===== config.mk =====
export PLATFORM = sky130hd
export DESIGN_NAME = alsaqr_credit_to_valrdy_fifo_flat
export DESIGN_NICKNAME = d
export VERILOG_FILES = /design/src/rtl/alsaqr_credit_to_valrdy_fifo_if.sv /design/src/rtl/alsaqr_credit_to_valrdy_fifo.sv /design/src/flat_wrapper.sv
export SDC_FILE = /design/constraint.sdc
export NUM_CORES = 1
export LEC_CHECK = 0
export BUFFER_PORTS_ARGS = -buffer_cell sky130_fd_sc_hd__buf_2
export CORE_UTILIZATION = 60
export CTS_BUF_LIST = sky130_fd_sc_hd__clkbuf_2 sky130_fd_sc_hd__clkbuf_4 sky130_fd_sc_hd__clkbuf_8
export CTS_CLUSTER_DIAMETER = 60
export CTS_CLUSTER_SIZE = 12
export DETAILED_ROUTE_END_ITERATION = 8
export PLACE_DENSITY = 0.78
export SLEW_MARGIN = 10
export SYNTH_ARGS = -nofsm -noshare
export SYNTH_HDL_FRONTEND = slang
export SYNTH_SLANG_ARGS = --single-unit
export TNS_END_PERCENT = 1

===== constraint.sdc =====
create_clock -name clk -period 3.7 [get_ports clk]
set_clock_uncertainty 0.1 [all_clocks]
set_input_delay 0.37 -clock clk [delete_from_list [all_inputs] [get_ports clk]]
set_output_delay 0.37 -clock clk [all_outputs]
set_load 0.005 [all_outputs]

===== src/rtl/alsaqr_credit_to_valrdy_fifo_if.sv =====
// Handshake bundle between a credit-based NoC sender and a valid/ready consumer.
// The slave modport is the bridge's view; the master modport drives both outer sides.
`ifndef DATA_WIDTH
`define DATA_WIDTH 8
`endif

interface alsaqr_credit_to_valrdy_fifo_if #(
    parameter int unsigned DATA_WIDTH = `DATA_WIDTH,
    parameter int unsigned DEPTH      = 16
);
    localparam int unsigned CNT_W = $clog2(DEPTH + 1);

    logic [DATA_WIDTH-1:0] data_in;
    logic                  valid_in;
    logic                  yummy_in;
    logic [DATA_WIDTH-1:0] data_out;
    logic                  valid_out;
    logic                  ready_out;
    logic [CNT_W-1:0]      occupancy;
    logic                  overflow_err;

    modport slave (
        input  data_in, valid_in, ready_out,
        output yummy_in, data_out, valid_out, occupancy, overflow_err
    );

    modport master (
        output data_in, valid_in, ready_out,
        input  yummy_in, data_out, valid_out, occupancy, overflow_err
    );
endinterface


===== src/rtl/alsaqr_credit_to_valrdy_fifo.sv =====
// Credit (data/valid/yummy) to valid/ready bridge: circular buffer of DEPTH flits,
// one yummy per consumed flit, registered occupancy and sticky overflow flag.
`ifndef DATA_WIDTH
`define DATA_WIDTH 8
`endif

module alsaqr_credit_to_valrdy_fifo #(
    parameter int unsigned DATA_WIDTH = `DATA_WIDTH,
    parameter int unsigned DEPTH      = 16
) (
    input  logic                          clk,
    input  logic                          reset,
    alsaqr_credit_to_valrdy_fifo_if.slave bus
);
    localparam int unsigned CNT_W = $clog2(DEPTH + 1);
    localparam int unsigned PTR_W = $clog2(DEPTH);

    logic [DATA_WIDTH-1:0] r_mem [DEPTH];
    logic [PTR_W-1:0]      r_wr_ptr;
    logic [PTR_W-1:0]      r_rd_ptr;
    logic [CNT_W-1:0]      r_count;
    logic                  r_yummy;
    logic                  r_ovf;

    logic w_full;
    logic w_pop;
    logic w_push;

    // Full/empty is decided from the count alone; a pop frees its slot for a same-cycle push.
    assign w_full = (r_count == CNT_W'(DEPTH));
    assign w_pop  = (r_count != '0) && bus.ready_out;
    assign w_push = bus.valid_in && (!w_full || w_pop);

    always_ff @(posedge clk) begin
        if (w_push) begin
            r_mem[r_wr_ptr] <= bus.data_in;
        end
    end

    // Pointers wrap naturally because DEPTH is a power of two.
    always_ff @(posedge clk or posedge reset) begin
        if (reset) begin
            r_wr_ptr <= '0;
            r_rd_ptr <= '0;
            r_count  <= '0;
            r_yummy  <= 1'b0;
            r_ovf    <= 1'b0;
        end else begin
            if (w_push) begin
                r_wr_ptr <= r_wr_ptr + PTR_W'(1);
            end
            if (w_pop) begin
                r_rd_ptr <= r_rd_ptr + PTR_W'(1);
            end
            if (w_push && !w_pop) begin
                r_count <= r_count + CNT_W'(1);
            end else if (w_pop && !w_push) begin
                r_count <= r_count - CNT_W'(1);
            end
            r_yummy <= w_pop;
            if (bus.valid_in && !w_push) begin
                r_ovf <= 1'b1;
            end
        end
    end

    assign bus.valid_out    = (r_count != '0);
    assign bus.data_out     = r_mem[r_rd_ptr];
    assign bus.yummy_in     = r_yummy;
    assign bus.occupancy    = r_count;
    assign bus.overflow_err = r_ovf;
endmodule


===== src/flat_wrapper.sv =====
// flat-port wrapper written by rule: the top's interface ports become plain ports
module alsaqr_credit_to_valrdy_fifo_flat 
#(
    parameter int unsigned DATA_WIDTH = `DATA_WIDTH,
    parameter int unsigned DEPTH      = 16
)
  (clk, reset, bus_data_in, bus_valid_in, bus_ready_out, bus_yummy_in, bus_data_out, bus_valid_out, bus_occupancy, bus_overflow_err);
  alsaqr_credit_to_valrdy_fifo_if #(.DATA_WIDTH(DATA_WIDTH), .DEPTH(DEPTH)) bus_i ();
  input  logic clk;
  input  logic reset;
  input wire logic [$bits(bus_i.data_in)-1:0] bus_data_in;
  input wire logic [$bits(bus_i.valid_in)-1:0] bus_valid_in;
  input wire logic [$bits(bus_i.ready_out)-1:0] bus_ready_out;
  output wire logic [$bits(bus_i.yummy_in)-1:0] bus_yummy_in;
  output wire logic [$bits(bus_i.data_out)-1:0] bus_data_out;
  output wire logic [$bits(bus_i.valid_out)-1:0] bus_valid_out;
  output wire logic [$bits(bus_i.occupancy)-1:0] bus_occupancy;
  output wire logic [$bits(bus_i.overflow_err)-1:0] bus_overflow_err;
  assign bus_i.data_in = bus_data_in;
  assign bus_i.valid_in = bus_valid_in;
  assign bus_i.ready_out = bus_ready_out;
  assign bus_yummy_in = bus_i.yummy_in;
  assign bus_data_out = bus_i.data_out;
  assign bus_valid_out = bus_i.valid_out;
  assign bus_occupancy = bus_i.occupancy;
  assign bus_overflow_err = bus_i.overflow_err;
  alsaqr_credit_to_valrdy_fifo #(.DATA_WIDTH(DATA_WIDTH), .DEPTH(DEPTH)) u_core (.clk(clk), .reset(reset), .bus(bus_i));
endmodule

== After elaboration in Yosys (flattened, before gate mapping) ==
Memory sizes are Yosys's and may differ from the RTL's.
Cells that the tools add are included.

* Register bits: 15
* RAM bits: 128
* Input port bits: 12
* Output and inout port bits: 16
* Word-level logic and storage cells: 26
* Memories kept: 1

{| class="wikitable"
|+ Memories
! name !! words !! bits a word !! read ports !! clocked after memory_dff !! write ports !! line !! text
|-
| u_core.r_mem || 16 || 8 || 1 || 0 || 1 || alsaqr_credit_to_valrdy_fifo.sv:18 || <nowiki>logic [DATA_WIDTH-1:0] r_mem [DEPTH];</nowiki>
|}

* Add/subtract/negate cells: 4
* Equality and inequality tests: 1
* Mux-type cells: 4
* Reductions and logical operators: 11

{| class="wikitable"
|+ Operators by type and width
! operator !! count
|-
| 5-bit two-way mux || 2
|-
| 4-bit by 1-bit adder with 4-bit output, second input constant || 2
|-
| 5-bit by 1-bit adder with 5-bit output, second input constant || 1
|-
| 5-bit equality test, second input constant || 1
|-
| 1-bit logical AND || 5
|-
| 5-bit nonzero test || 1
|-
| 5-bit by 1-bit subtractor with 5-bit output, second input constant || 1
|-
| 1-bit logical NOT || 3
|-
| 1-bit two-way mux || 2
|-
| 2-bit nonzero test || 1
|-
| 1-bit logical OR || 1
|}

== Depth between registers and ports, before layout ==
Gate-level depths: netlist of run 1.

* Depth after elaboration: 8
* Gate-level depth with buffers: 10

== Least setup slack after synthesis of run 1 ==
OpenSTA, ideal clock, no wires.

* Path kind: reg-to-reg
* Start: register u_core.r_count[0] (netlist: u_core.bus.occupancy[0])
* End: register u_core.r_count[4] (netlist: u_core.bus.occupancy[4])
* Arrival: 2,640 ps
* Data required time: 3,520 ps
* Slack: 881 ps
* Stages on the path, launching flop included: 11
* Path buffers: 0
* Path through: dfrtp_1 > or4_4 > or2_4 > nand2_4 > ha_1 > inv_1 > fa_1 > a21o_1 > a21oi_1 > mux2i_1 > xnor2_1

* Word-level cells in the longest chain between the ends: 7
* Elaborated cells on any way between the ends: 15
* Those cells by class: 2 x add/sub; 1 x eq/ne; 2 x mux; 10 x reduce/logical

{| class="wikitable"
|+ RTL lines
! item !! line !! text
|-
| from (decl) || alsaqr_credit_to_valrdy_fifo.sv:21 || <nowiki>logic [CNT_W-1:0] r_count;</nowiki>
|-
| from (signal assigned) || alsaqr_credit_to_valrdy_fifo.sv:56 || <nowiki>r_count <= r_count + CNT_W'(1);</nowiki>
|-
| from (signal assigned) || alsaqr_credit_to_valrdy_fifo.sv:58 || <nowiki>r_count <= r_count - CNT_W'(1);</nowiki>
|-
| 5-bit nonzero test * || - ||
|-
| net bus_valid_out || flat_wrapper.sv:16 || <nowiki>output wire logic [$bits(bus_i.valid_out)-1:0] bus_valid_out;</nowiki>
|-
| 1-bit logical AND * || alsaqr_credit_to_valrdy_fifo.sv:31 || <nowiki>assign w_pop = (r_count != '0) && bus.ready_out;</nowiki>
|-
| 1-bit logical OR || alsaqr_credit_to_valrdy_fifo.sv:32 || <nowiki>assign w_push = bus.valid_in && (!w_full || w_pop);</nowiki>
|-
| 1-bit logical AND || alsaqr_credit_to_valrdy_fifo.sv:32 ||
|-
| 1-bit logical NOT || alsaqr_credit_to_valrdy_fifo.sv:57 || <nowiki>end else if (w_pop && !w_push) begin</nowiki>
|-
| 1-bit logical AND || alsaqr_credit_to_valrdy_fifo.sv:57 ||
|-
| 2-bit nonzero test (no line) || - ||
|}

The timed path passes the listed nets; every way through them passes the cells marked *. The select of a mux whose other input is x is not followed.
A chain may end at the register's enable or synchronous reset.

== Final worst setup path of run 1 ==
* Start: register u_core.r_count[0] (netlist: u_core.bus.occupancy[0])
* End: register u_core.r_count[4] (netlist: u_core.bus.occupancy[4])

* Word-level cells in the longest chain between the ends: 7
* Elaborated cells on any way between the ends: 15
* Those cells by class: 2 x add/sub; 1 x eq/ne; 2 x mux; 10 x reduce/logical

{| class="wikitable"
|+ RTL lines
! item !! line !! text
|-
| 5-bit equality test / 5-bit nonzero test (equally long branches) || alsaqr_credit_to_valrdy_fifo.sv:30, alsaqr_credit_to_valrdy_fifo.sv:31 ||
|-
| 1-bit logical NOT / 1-bit logical AND (equally long branches) || alsaqr_credit_to_valrdy_fifo.sv:32, alsaqr_credit_to_valrdy_fifo.sv:31 ||
|-
| 1-bit logical OR * || alsaqr_credit_to_valrdy_fifo.sv:32 ||
|-
| 1-bit logical AND * || alsaqr_credit_to_valrdy_fifo.sv:32 ||
|-
| net u_core.w_push || alsaqr_credit_to_valrdy_fifo.sv:27 || <nowiki>logic w_push;</nowiki>
|-
| 1-bit logical NOT || alsaqr_credit_to_valrdy_fifo.sv:57 ||
|-
| 1-bit logical AND || alsaqr_credit_to_valrdy_fifo.sv:57 ||
|-
| 2-bit nonzero test (no line) || - ||
|}

Marks and branches as above.

==> flow_metrics.py, run 1 <==
metrics = {
    "detailed_routing": {
        "viasPerCell": 5.73,
        "avgRoutedWirePerCell_um": 20.1,
        "dr.pass1.iters": 4,
        "ant_nets": 0,
        "route.vias.total": 2894,
        "drt-total-wl_um": 10200,
        "drtIter0Drc": 208,
        "drcViolationCount": 0,
    },
    "cts": {
        "cts-root-buf": "clkbuf_8",
        "numCtsBuffers": 17,
        "htreeDepth": 4,
        "cts_tree": "yes",
        "worst_skew_pair.late_latency_ps": 430,
        "clk_pin_slew_ps": 80,
        "cts_sinks": 143,
        "clk_path_buf_depth": 2,
        "ctsResizeCount": 0,
    },
    "final_layout": {
        "n_antenna_cell": 0,
        "layout.nets": 385,
        "drive_above_1_share": 0.239,
        "area_growth_pct": 11.7,
        "fillCellCount": 619,
    },
    "global_routing": {
        "grt_usage": 0.221,
        "grt_antenna_before_repair": 0,
        "grt_pass1_vias": 2808,
        "grt_overflow": 0,
        "grt_pass1_wl_um": 15900,
        "grt_max_degree": 52,
    },
    "die": {
        "core_um2": 9280,
        "die_area_um2": 10000,
        "fp.dieH_um": 100,
        "io_pins": 28,
        "die_w_um": 100,
        "initial_utilization": 0.624,
        "rows": 35,
    },
    "timing": {
        "final-max-slew-violation-count": 0,
        "rsz0062_at_grt": "no",
        "post-route-min-period_ps": 2970,
        "worst-slew-pin-transition_ps": 901,
        "hold_viol_final": 0,
        "setup-violations-final": 0,
        "fin_crit_sh": 0.804,
        "finalWorstSetupSlack_ps": 726,
        "max_freq_ghz": 0.336,
        "fin_tns_setup_ps": 0,
        "slew_headroom": 0.397,
    },
    "yosys": {
        "netlist-cell-type-count": 34,
        "synth.top_cell.area_share": 0.664,
        "syn-num-nets": 348,
        "synth_seq_area_share": 0.729,
        "postSynthCellCount": 326,
        "yosys_warnings": 0,
        "ys_ff_latch": 143,
        "synth_area_um2": 5790,
        "yosys.area.top_type": "edfxtp_1",
        "netlist_top_cells_area": "edfxtp_1 66%, dfrtp_1 6.5%, mux4_2 6.2%",
        "syn_area_per_cell_um2": 17.8,
    },
    "placement": {
        "place_ws_ps": 732,
        "dp_hpwl_um": 6540,
        "port-buffer-count": 27,
        "gp_congestion": 0.809,
    },
    "worst_setup_path": {
        "worstRegToRegCells": 10,
        "crit_type": "register to register",
        "critPathRequiredTime_ps": 3960,
        "worstPathMaxFanout": 8,
        "critPathCaptureType": "register",
        "startpoint_type": "register",
        "r2r-start": "u_core.bus.occupancy[0]$_DFFE_PP0P_",
        "r2r_setup_slack_ps": 730,
        "crit_arrival_ps": 3230,
        "reg2reg_to": "u_core.bus.occupancy[4]$_DFFE_PP0P_",
    },
    "run": {
        "cap_violations": 0,
    },
    "worst_hold_path": {
        "hp-class": "input port to register",
        "worstHoldStart": "bus_valid_in",
        "min_to": "u_core.bus.overflow_err$_DFFE_PP0P_",
        "hold_depth": 2,
    },
    "power_and_ir_drop": {
        "powerDensity_nw_per_um2": 755,
        "peakVddDrop_uv": 450,
        "p_leak_nw": 2.30,
    },
    "run_status": {
        "outcome": "finished clean",
    },
}
-- where the power goes --
part           switching, mW  leakage [nW]  total [mW]  internal (mW)
registers              0.147          1.33        2.14           1.99
logic                  0.854         0.776        1.56          0.707
clock network          0.636         0.190        1.19          0.552
total                   1.64          2.30        4.89           3.25
-- cell type report --
| class | instances | area (um2) | share of cell area |
|---|---|---|---|
| tap | 129 | 161 | 0.0250 |
| clock inverter | 15 | 146 | 0.0226 |
| inverter | 11 | 41.3 | 0.00638 |
| multi-input combinational | 155 | 1460 | 0.225 |
| timing repair buffer | 35 | 210 | 0.0325 |
| sequential | 143 | 4220 | 0.652 |
| clock buffer | 17 | 234 | 0.0362 |
-- registers in the layout, summed over array words and instances, names as in the netlist --
signal	flops
u_core.bus.yummy_in	1
u_core.r_rd_ptr	4
u_core.bus.overflow_err	1
u_core.r_mem	128
u_core.r_wr_ptr	4
u_core.bus.occupancy	5
-- metal layers --
metal  GRT usage  vias to the layer above  wire, um
met5           0                        -         0
met4      0.0747                        0       133
met3      0.0557                       13       561
met2       0.338                       76      4940
met1       0.316                     1442      4530
li1            -                     1363         -
-- worst max-delay path: stages, from the launching register on --
cell and delay [ps]:
dfrtp_1 440, or4_4 570, o21ai_2 280, inv_2 130, ha_1 230, inv_1 150, ha_1 290, a21o_1 170
a21oi_1 160, mux2i_1 230, xnor2_1 130
-- what timing repair did --
action                                 in CTS  in global routing
setup buffers                               0                  0
endpoints found under the hold margin      15                  0
hold buffers                                1                  0
-- cell usage after synthesis (all sizes together) --
cell type and count:
edfxtp 128, mux2i 33, a221oi 16, mux4 16, dfrtp 15, nand2 14
o21ai 12, inv 11, nor2 11, buf 10, ha 9, a22oi 8
xnor2 8, clkbuf 7, and2 5, nor4 4, a21o 3, a21oi 2
mux2 2, nand3 2, xor2 2, fa 1, nand2b 1, nand3b 1
nand4 1, nor2b 1, nor3b 1, or2 1, or4 1
-- layout by cell type (no fill, tap or decap), types with 3 or more instances in the layout --
cell type	count
a22oi_1	8
mux4_2	16
clkbuf_8	17
nor4_1	4
mux2i_1	33
edfxtp_1	128
o21ai_0	11
nor2_1	11
inv_6	7
ha_1	9
dfrtp_1	14
a221oi_1	16
and2_1	5
xnor2_1	8
nand2_1	13
inv_1	9
buf_4	6
a21o_1	3
buf_2	27
-- metrics by stage --
step	power (mW)	utilization	hold WS [ps]	instances	area, um2
after floorplan	3.26	-	171	326	5790
after global placement	3.71	0.655	333	472	6080
after detailed placement	3.75	0.655	340	472	6080
after CTS	4.92	0.697	40.2	505	6470
after global routing	5.15	0.697	51.3	505	6470
final	4.89	0.697	58.0	505	6470
-- logic make-up (layout without fill, tap and decap cells) --
kind of cell,count (synthesis),count (layout),synth area share
xor+xnor,10,10,0.0151
buf+inv,28,78,0.0201
compound gates,41,41,0.0512
simple gates,43,43,0.0382
flops,143,143,0.729
mux,51,51,0.124
fa+ha+maj,10,10,0.0229
-- worst max path at each step --
stage,start,endpoint,slack [ps],depth (start not counted)
final,u_core.bus.occupancy[0]$_DFFE_PP0P_,u_core.bus.occupancy[4]$_DFFE_PP0P_,730,10
after global routing,u_core.bus.occupancy[0]$_DFFE_PP0P_,u_core.bus.occupancy[4]$_DFFE_PP0P_,490,10
after CTS,u_core.bus.occupancy[0]$_DFFE_PP0P_,u_core.bus.occupancy[4]$_DFFE_PP0P_,710,10
after detailed placement,u_core.bus.occupancy[0]$_DFFE_PP0P_,u_core.bus.occupancy[4]$_DFFE_PP0P_,730,10
after global placement,u_core.bus.occupancy[0]$_DFFE_PP0P_,u_core.bus.occupancy[4]$_DFFE_PP0P_,800,10
after floorplan,u_core.bus.occupancy[0]$_DFFE_PP0P_,u_core.bus.occupancy[4]$_DFFE_PP0P_,880,10
Power figures use the tool's default switching activity.
==> run 2: changes to the inputs <==
- clock period: 3.7 -> 3.1 ns (I/O delays scaled with it)
==> run 2 against run 1 <==
Effect of this change: register-to-register slack worse by 590 ps; flip-flop and latch count stayed put; cell area is 0.54% higher; highest routed layer unchanged; combinational power is 22% higher; largest cell class unchanged; core utilization is 0.38 points higher; global-route usage is 0.062 points lower; via count is 2.1% higher; wire length is 0.26% lower; final cell count is 1.2% higher; non-clock buffer count is 6 higher; critical path depth stayed put; first-iteration DRC count is 28% lower.
==> flow_metrics.py, run 2 (synthesized netlist as in run 1, its figures left out) <==
metrics = {
    "worst_setup_path": {
        "crit_type": "register to register",
        "r2r_setup_slack_ps": 140,
        "worstPathMaxFanout": 5,
        "reg2reg_to": "u_core.bus.occupancy[4]$_DFFE_PP0P_",
        "r2r-start": "u_core.bus.occupancy[0]$_DFFE_PP0P_",
        "crit_path_end": "u_core.bus.occupancy[4]$_DFFE_PP0P_",
        "startpoint_type": "register",
        "crit_start": "u_core.bus.occupancy[0]$_DFFE_PP0P_",
        "worstRegToRegCells": 10,
        "crit_arrival_ps": 3220,
        "critPathRequiredTime_ps": 3360,
        "critPathCaptureType": "register",
    },
    "global_routing": {
        "grt_usage": 0.221,
        "grt_overflow": 0,
        "grt_pass1_vias": 2998,
        "grt_max_degree": 52,
        "grt_pass1_wl_um": 16000,
        "grt_antenna_before_repair": 0,
    },
    "detailed_routing": {
        "avgRoutedWirePerCell_um": 19.8,
        "route.vias.total": 2954,
        "drtIter0Drc": 150,
        "ant_nets": 0,
        "drcViolationCount": 0,
        "dr.pass1.iters": 4,
        "drt-total-wl_um": 10100,
        "viasPerCell": 5.78,
    },
    "power_and_ir_drop": {
        "power_frac_comb": 0.326,
        "p_sw_frac": 0.333,
        "pwr-share-seq": 0.441,
        "power.internal_mw": 3.87,
        "power_mw": 5.81,
        "switching_power_mw": 1.94,
        "clkPwrFrac": 0.233,
        "peakVddDrop_uv": 518,
        "powerDensity_nw_per_um2": 894,
        "p_leak_nw": 2.32,
    },
    "die": {
        "io_pins": 28,
        "initial_utilization": 0.624,
        "fp.dieH_um": 100,
        "die_area_um2": 10000,
        "die_w_um": 100,
        "core_um2": 9280,
        "rows": 35,
    },
    "placement": {
        "gp_congestion": 0.840,
        "dp_hpwl_um": 6580,
        "dpl-instance-area_um2": 6120,
        "port-buffer-count": 27,
        "place_ws_ps": 155,
    },
    "timing": {
        "rsz0062_at_grt": "no",
        "hold_viol_final": 0,
        "final-max-slew-violation-count": 0,
        "max_freq_ghz": 0.337,
        "slew_headroom": 0.498,
        "fin_crit_sh": 0.956,
        "post-route-min-period_ps": 2960,
        "worst-slew-pin-transition_ps": 750,
        "finalWorstSetupSlack_ps": 136,
        "fin_tns_setup_ps": 0,
        "setup-violations-final": 0,
    },
    "final_layout": {
        "largest-register": "u_core.r_mem",
        "mostFrequentLayoutCell": "edfxtp_1",
        "largest_reg_flops": 128,
        "fin_util": 0.701,
        "area_growth_pct": 12.3,
        "multi_input_area_um2": 1460,
        "final_cell_mix": "128 x edfxtp_1, 33 x mux2i_1, 27 x buf_2, 17 x clkbuf_8",
        "drive_above_1_share": 0.251,
        "layout.nets": 391,
        "n_antenna_cell": 0,
        "regArea_um2": 4220,
        "fillCellCount": 629,
        "fin_area_um2": 6500,
    },
    "cts": {
        "cts_sinks": 143,
        "cts-root-buf": "clkbuf_8",
        "cts_tree": "yes",
        "htreeDepth": 4,
        "clk_pin_slew_ps": 80,
        "clk_path_buf_depth": 2,
        "worst_skew_pair.late_latency_ps": 430,
        "numCtsBuffers": 17,
    },
    "run_status": {
        "outcome": "finished clean",
    },
    "run": {
        "cap_violations": 0,
    },
    "worst_hold_path": {
        "hp-class": "input port to register",
    },
}
-- run 2: cell count changes in the layout (fill, tap and decap cells not counted), sizes merged --
cell and delta:
buf +5, inv -3, clkinv +2, clkinvlp +1, dlygate4sd3 +1
-- run 2: layer usage --
metal | part of all wire | routed length, um | GRT usage | vias to the layer above
met4 | 0.013 | 131 | 0.0702 | 0
met5 | 0 | 0 | 0 | -
li1 | - | - | - | 1369
met3 | 0.049 | 497 | 0.0557 | 11
met2 | 0.50 | 5020 | 0.348 | 95
met1 | 0.44 | 4490 | 0.308 | 1479
-- run 2: worst min-delay path by stage --
stage,from,to,depth (start not counted)
after floorplan,reset,u_core.bus.occupancy[0]$_DFFE_PP0P_,1
after global placement,reset,u_core.bus.yummy_in$_DFF_PP0_,2
after detailed placement,reset,u_core.bus.yummy_in$_DFF_PP0_,2
after CTS,bus_ready_out,u_core.bus.yummy_in$_DFF_PP0_,3
after global routing,bus_ready_out,u_core.bus.yummy_in$_DFF_PP0_,3
final,bus_ready_out,u_core.bus.yummy_in$_DFF_PP0_,3
-- run 2: what timing repair did --
action,4_1_cts,5_1_grt
hold buffers,2,0
resized for setup,0,1
setup buffers,0,0
endpoints found under the hold margin,16,0
setup endpoints to repair,0,1
-- run 2: cell type report --
cell class | count | area share
clock buffers | 17 | 0.0360
clock inverters | 15 | 0.0204
inverters | 11 | 0.00635
multi-input cells | 155 | 0.224
flip-flops and latches | 143 | 0.649
well taps | 129 | 0.0248
repair buffers | 41 | 0.0396
-- run 2: metrics by stage --
stage | std cells | hold slack, ps
final | 511 | 79.1
after floorplan | 326 | 111
after global routing | 511 | 70.9
after CTS | 511 | 65.3
after global placement | 477 | 301
after detailed placement | 477 | 299
-- run 2: critical path, cell delays in order, from the launching register on --
cell and delay (ps):
dfrtp_2 450, or4_4 560, or2_4 260, nand2_4 80, ha_1 170, inv_1 110
fa_1 430, a21o_1 200, a21oi_1 180, mux2i_1 230, xnor2_1 130
-- run 2: power by group through the flow --
stage	Combinational, mW	Sequential, mW	Clock (mW)
2_1_floorplan	1.39	2.51	0
3_3_place_gp	1.85	2.58	0
3_5_place_dp	1.89	2.60	0
4_1_cts	1.91	2.55	1.38
5_1_grt	2.07	2.59	1.46
6_report	1.90	2.56	1.35
